==> src/rtl/i2c_regbank_arbiter.sv <==
// rtl/i2c_regbank_arbiter.sv - shared 16x8 register bank behind a two-port round-robin arbiter with burst lock
//
// Ports:
//   clk, rst_n             clock, synchronous active-low reset
//   ena                    grant enable; an access already granted always completes
//   a_req/a_we/a_addr/a_wdata/a_lock   requester A (I2C target engine) request
//   a_ack, a_rdata         requester A completion pulse and held read data
//   b_req/b_we/b_addr/b_wdata          requester B (host config port) request
//   b_ack, b_rdata         requester B completion pulse and held read data
//   busy                   high while an access is in ACCESS or ACK
//   owner                  current or most recent grantee (0 = A, 1 = B)
//   locked                 bank locked to A for a multi-byte burst
module i2c_regbank_arbiter #(
   parameter int ADDR_W = 4,
   parameter int DATA_W = 8
) (
   input  logic              clk,
   input  logic              rst_n,
   input  logic              ena,
   input  logic              a_req,
   input  logic              a_we,
   input  logic [ADDR_W-1:0] a_addr,
   input  logic [DATA_W-1:0] a_wdata,
   input  logic              a_lock,
   output logic              a_ack,
   output logic [DATA_W-1:0] a_rdata,
   input  logic              b_req,
   input  logic              b_we,
   input  logic [ADDR_W-1:0] b_addr,
   input  logic [DATA_W-1:0] b_wdata,
   output logic              b_ack,
   output logic [DATA_W-1:0] b_rdata,
   output logic              busy,
   output logic              owner,
   output logic              locked
);

   localparam int DEPTH = 2 ** ADDR_W;

   typedef enum logic [1:0] {
      IDLE   = 2'd0,
      ACCESS = 2'd1,
      ACK    = 2'd2
   } state_t;

   state_t              state_q, state_d;
   logic                owner_q;
   logic                locked_q;
   logic                we_q;
   logic [ADDR_W-1:0]   addr_q;
   logic [DATA_W-1:0]   wdata_q;
   logic [DATA_W-1:0]   a_rdata_q, b_rdata_q;
   logic [DATA_W-1:0]   bank [DEPTH];

   logic                elig_a, elig_b;
   logic                grant;
   logic                grant_b;

   // B is held off entirely while A owns the burst lock.
   assign elig_a = a_req;
   assign elig_b = b_req & ~locked_q;

   // On a tie the port that did not own the previous access wins.
   assign grant_b = elig_b & (~elig_a | ~owner_q);

   always_comb begin
      state_d = state_q;
      grant   = 1'b0;
      case (state_q)
         IDLE: begin
            if (ena && (elig_a || elig_b)) begin
               grant   = 1'b1;
               state_d = ACCESS;
            end
         end
         ACCESS:  state_d = ACK;
         ACK:     state_d = IDLE;
         default: state_d = IDLE;
      endcase
   end

   always_ff @(posedge clk) begin
      if (!rst_n) begin
         state_q   <= IDLE;
         owner_q   <= 1'b1;
         locked_q  <= 1'b0;
         we_q      <= 1'b0;
         addr_q    <= '0;
         wdata_q   <= '0;
         a_rdata_q <= '0;
         b_rdata_q <= '0;
         for (int i = 0; i < DEPTH; i++) begin
            bank[i] <= '0;
         end
      end else begin
         state_q <= state_d;

         if (grant) begin
            owner_q <= grant_b;
            we_q    <= grant_b ? b_we    : a_we;
            addr_q  <= grant_b ? b_addr  : a_addr;
            wdata_q <= grant_b ? b_wdata : a_wdata;
         end

         // Bank write and read capture both land at the end of ACCESS.
         if (state_q == ACCESS) begin
            if (we_q) begin
               bank[addr_q] <= wdata_q;
            end else if (owner_q) begin
               b_rdata_q <= bank[addr_q];
            end else begin
               a_rdata_q <= bank[addr_q];
            end
         end

         if (state_q == ACK && !owner_q) begin
            locked_q <= a_lock;
         end
      end
   end

   assign a_ack   = (state_q == ACK) & ~owner_q;
   assign b_ack   = (state_q == ACK) &  owner_q;
   assign a_rdata = a_rdata_q;
   assign b_rdata = b_rdata_q;
   assign busy    = (state_q != IDLE);
   assign owner   = owner_q;
   assign locked  = locked_q;

endmodule
==> config.mk <==
export PLATFORM = sky130hd
export DESIGN_NAME = i2c_regbank_arbiter
export DESIGN_NICKNAME = d
export VERILOG_FILES = /design/src/rtl/i2c_regbank_arbiter.sv
export SDC_FILE = /design/constraint.sdc
export NUM_CORES = 1
export LEC_CHECK = 0
export ABC_AREA = 1
export CORE_MARGIN = 2
export CORE_UTILIZATION = 25
export CTS_CLUSTER_SIZE = 40
export DETAILED_ROUTE_END_ITERATION = 10
export GPL_ROUTABILITY_DRIVEN = 0
export SLEW_MARGIN = 15
export SYNTH_ARGS = -nofsm -noshare
export SYNTH_HDL_FRONTEND = slang
export SYNTH_SLANG_ARGS = --single-unit
export TNS_END_PERCENT = 1
==> constraint.sdc <==
create_clock -name clk -period 5.04 [get_ports clk]
set_input_delay 0.504 -clock clk [delete_from_list [all_inputs] [get_ports clk]]
set_output_delay 0.504 -clock clk [all_outputs]
set_load 0.01 [all_outputs]
==> results.ini <==
[outcome]
status=finished clean

[sta]
finalSetupViolations=0
slew_violations=0
worst_pin_slew_ps=1178
finalHoldViolCount=0
fmax_mhz=387.9
period_needed_ps=2578
clock_skew_ps=11.86
period_share=0.5115
fin_tns_setup_ps=0
rsz0062_at_grt=no
slew-limit-headroom=0.2105

[power_and_ir_drop]
p_clk_frac=0.402
power.share.combinational=0.113
leakagePower_nw=3.895
p_sw_w=0.0008438
ir_worst_vdd_mv=0.1908
power_density_nw_per_um2=348.1
switching_share=0.2641
intPower_w=0.002352
power_frac_seq=0.485

[grt]
first_global_vias=5682
antenna_found_initial=0
grt_pass1_wl_um=30970
overflow=0
track_usage=0.1238
grt_start_max_net_pins=66

[floorplanning]
fp.dieW_um=179.7
die_h_um=179.7
core_sq_um=30510
initial_core_util=0.2529
num_io_pins=53
die-area_sq_um=32280
core.rowCount=64

[placed_design]
io_buffers=52
dp_hpwl_um=12980

[min_path]
hold_class=reg -> reg
hold_depth=2
hold_end=wdata_q[4]
min_from=wdata_q[4]

[critical_path]
cp_num_cells=10
setup.worst_path.class=reg -> reg
crit_top_cell=nand2_1
cp.required_ps=5370
path_max_fanout=65
cpPeakStageDelay_ps=620
r2r_setup_slack_ps=2460
crit_family=buffers and inverters
critPathBufInv=3
reg2reg_to=b_rdata[0]
start_kind=flip-flop
reg2reg_depth=10
arrival_ps=2910
end_kind=flip-flop
worst_path_max_delay_cell=inv_2
cp_cell_sequence=buf_4 -> inv_2 -> nand2_1 -> nand2_1 -> nand2_1 -> nand3_1 -> nand3_1 -> nand3_1 -> nand2_1 -> inv_1

[yosys]
synth_edf_count=128
synth.distinct_cells=18
synth_fp_nets=925
ys_ff_latch=165
synth_ff_type=edfxtp_1
syn_avg_cell_area_sq_um=8.639
ys_seq_area_frac=0.5942
synthCells=893
synth_area_leaders=edfxtp_1, nand2_1, dfxtp_1
syn-cell-area_sq_um=7715
synth_top_area_share=0.4982
yosysWarnings=0
synth-async-reset-ratio=0
synth_largest_area_cell=edfxtp_1

[clock_tree]
cts_resized=0
clk_path_buf_depth=2
clk_pin_slew_worst_paths_ps=70
clk_latency_ps=430
cts_tree=yes
cts_sinks=165
hold_buffers=0
clock_tree.root_cell=clkbuf_16
cts_buffers=17
htreeDepth=4
postCtsSetupBuffers=0

[routing]
routed_via_density=4.408
drt-total-wl_um=19790
num_vias=5880
wl_per_cell_um=14.83
drc=0
drt_iter0_markers=552
ant_nets=0
drt_first_pass_iters=5

[cells_and_area]
final_cell_mix=nand2_1, nor2_1, edfxtp_1, inv_1, nand3_1
seqCellArea_sq_um=4586
nNetsFinal=957
post-route-util=0.3009
drive_above_1_share=0.06716
multiInputGateArea_sq_um=2567
layout_commonest_cell=nand2_1
area_growth_pct=19.01
n_fill_cell=3205
antennaDiodeCount=0

[job]
cap_violations=0

layer usage:
metal	track usage	part of all wire	wire length, um
met3	0.03383	0.068	1355
met5	0	0	0
met4	0.03837	0.016	315
met1	0.1661	0.46	9101
met2	0.1945	0.46	9015
Yosys cell counts, types with 4 or more instances:
cell,instances
a31oi_1,17
nand3_1,97
nand2_1,256
nand2_4,17
inv_1,104
dfxtp_1,37
buf_2,10
nor2_1,166
nor3_4,4
clkbuf_1,33
edfxtp_1,128
o21ai_0,14
flip-flops by register name (all words and copies together) (netlist names), named ones only:
name and count:
bank 128, a_rdata 8, b_rdata 8, wdata_q 8, addr_q 4, state_q 2
locked 1, owner 1, we_q 1
power by group through the flow:
stage | clock [W] | sequential (W) | combinational (W)
2_1_floorplan | 0 | 0.00157 | 0.000228
3_3_place_gp | 0 | 0.00158 | 0.000357
3_5_place_dp | 0 | 0.00158 | 0.000359
4_1_cts | 0.00130 | 0.00155 | 0.000361
5_1_grt | 0.00136 | 0.00156 | 0.000397
6_report | 0.00129 | 0.00155 | 0.000360
kinds of logic after synthesis:
logic type	count (synthesis)	share of synthesized area
simple gates	545	0.3068
flops	165	0.5942
buf+inv	149	0.07412
compound gates	34	0.02481
layout make-up:
class	count	share of cell area
inverter	106	0.04334
timing repair buffer	56	0.05996
clock buffer	20	0.05097
tap	396	0.05397
sequential	165	0.4995
clock inverter	12	0.01267
multi-input combinational	579	0.2796
worst min-delay path, stage by stage, from the launching register on:
cell	delay (ps)
dfxtp_1	310
o21ai_0	160
a31oi_1	40
worst max-delay path by stage:
stage,slack [ps],endpoint
4_1_cts,2520,a_rdata[0]
2_1_floorplan,3240,bank[0][0]
3_3_place_gp,2270,bank[12][5]
5_1_grt,2210,b_rdata[2]
3_5_place_dp,2290,bank[7][2]
6_report,2460,b_rdata[0]
metrics by stage:
step	setup slack, ps	hold WS [ps]	std cells	cell area, sq um	total power (W)
6_report	2462	555.8	1334	9181	0.003196
3_5_place_dp	2287	533.7	1302	8591	0.001938
4_1_cts	2522	547.6	1334	9175	0.003206
5_1_grt	2207	585.9	1334	9181	0.003313
2_1_floorplan	3241	514.2	893	7715	0.001795
3_3_place_gp	2273	533.9	1302	8591	0.001934
Power figures use the tool's default switching activity.
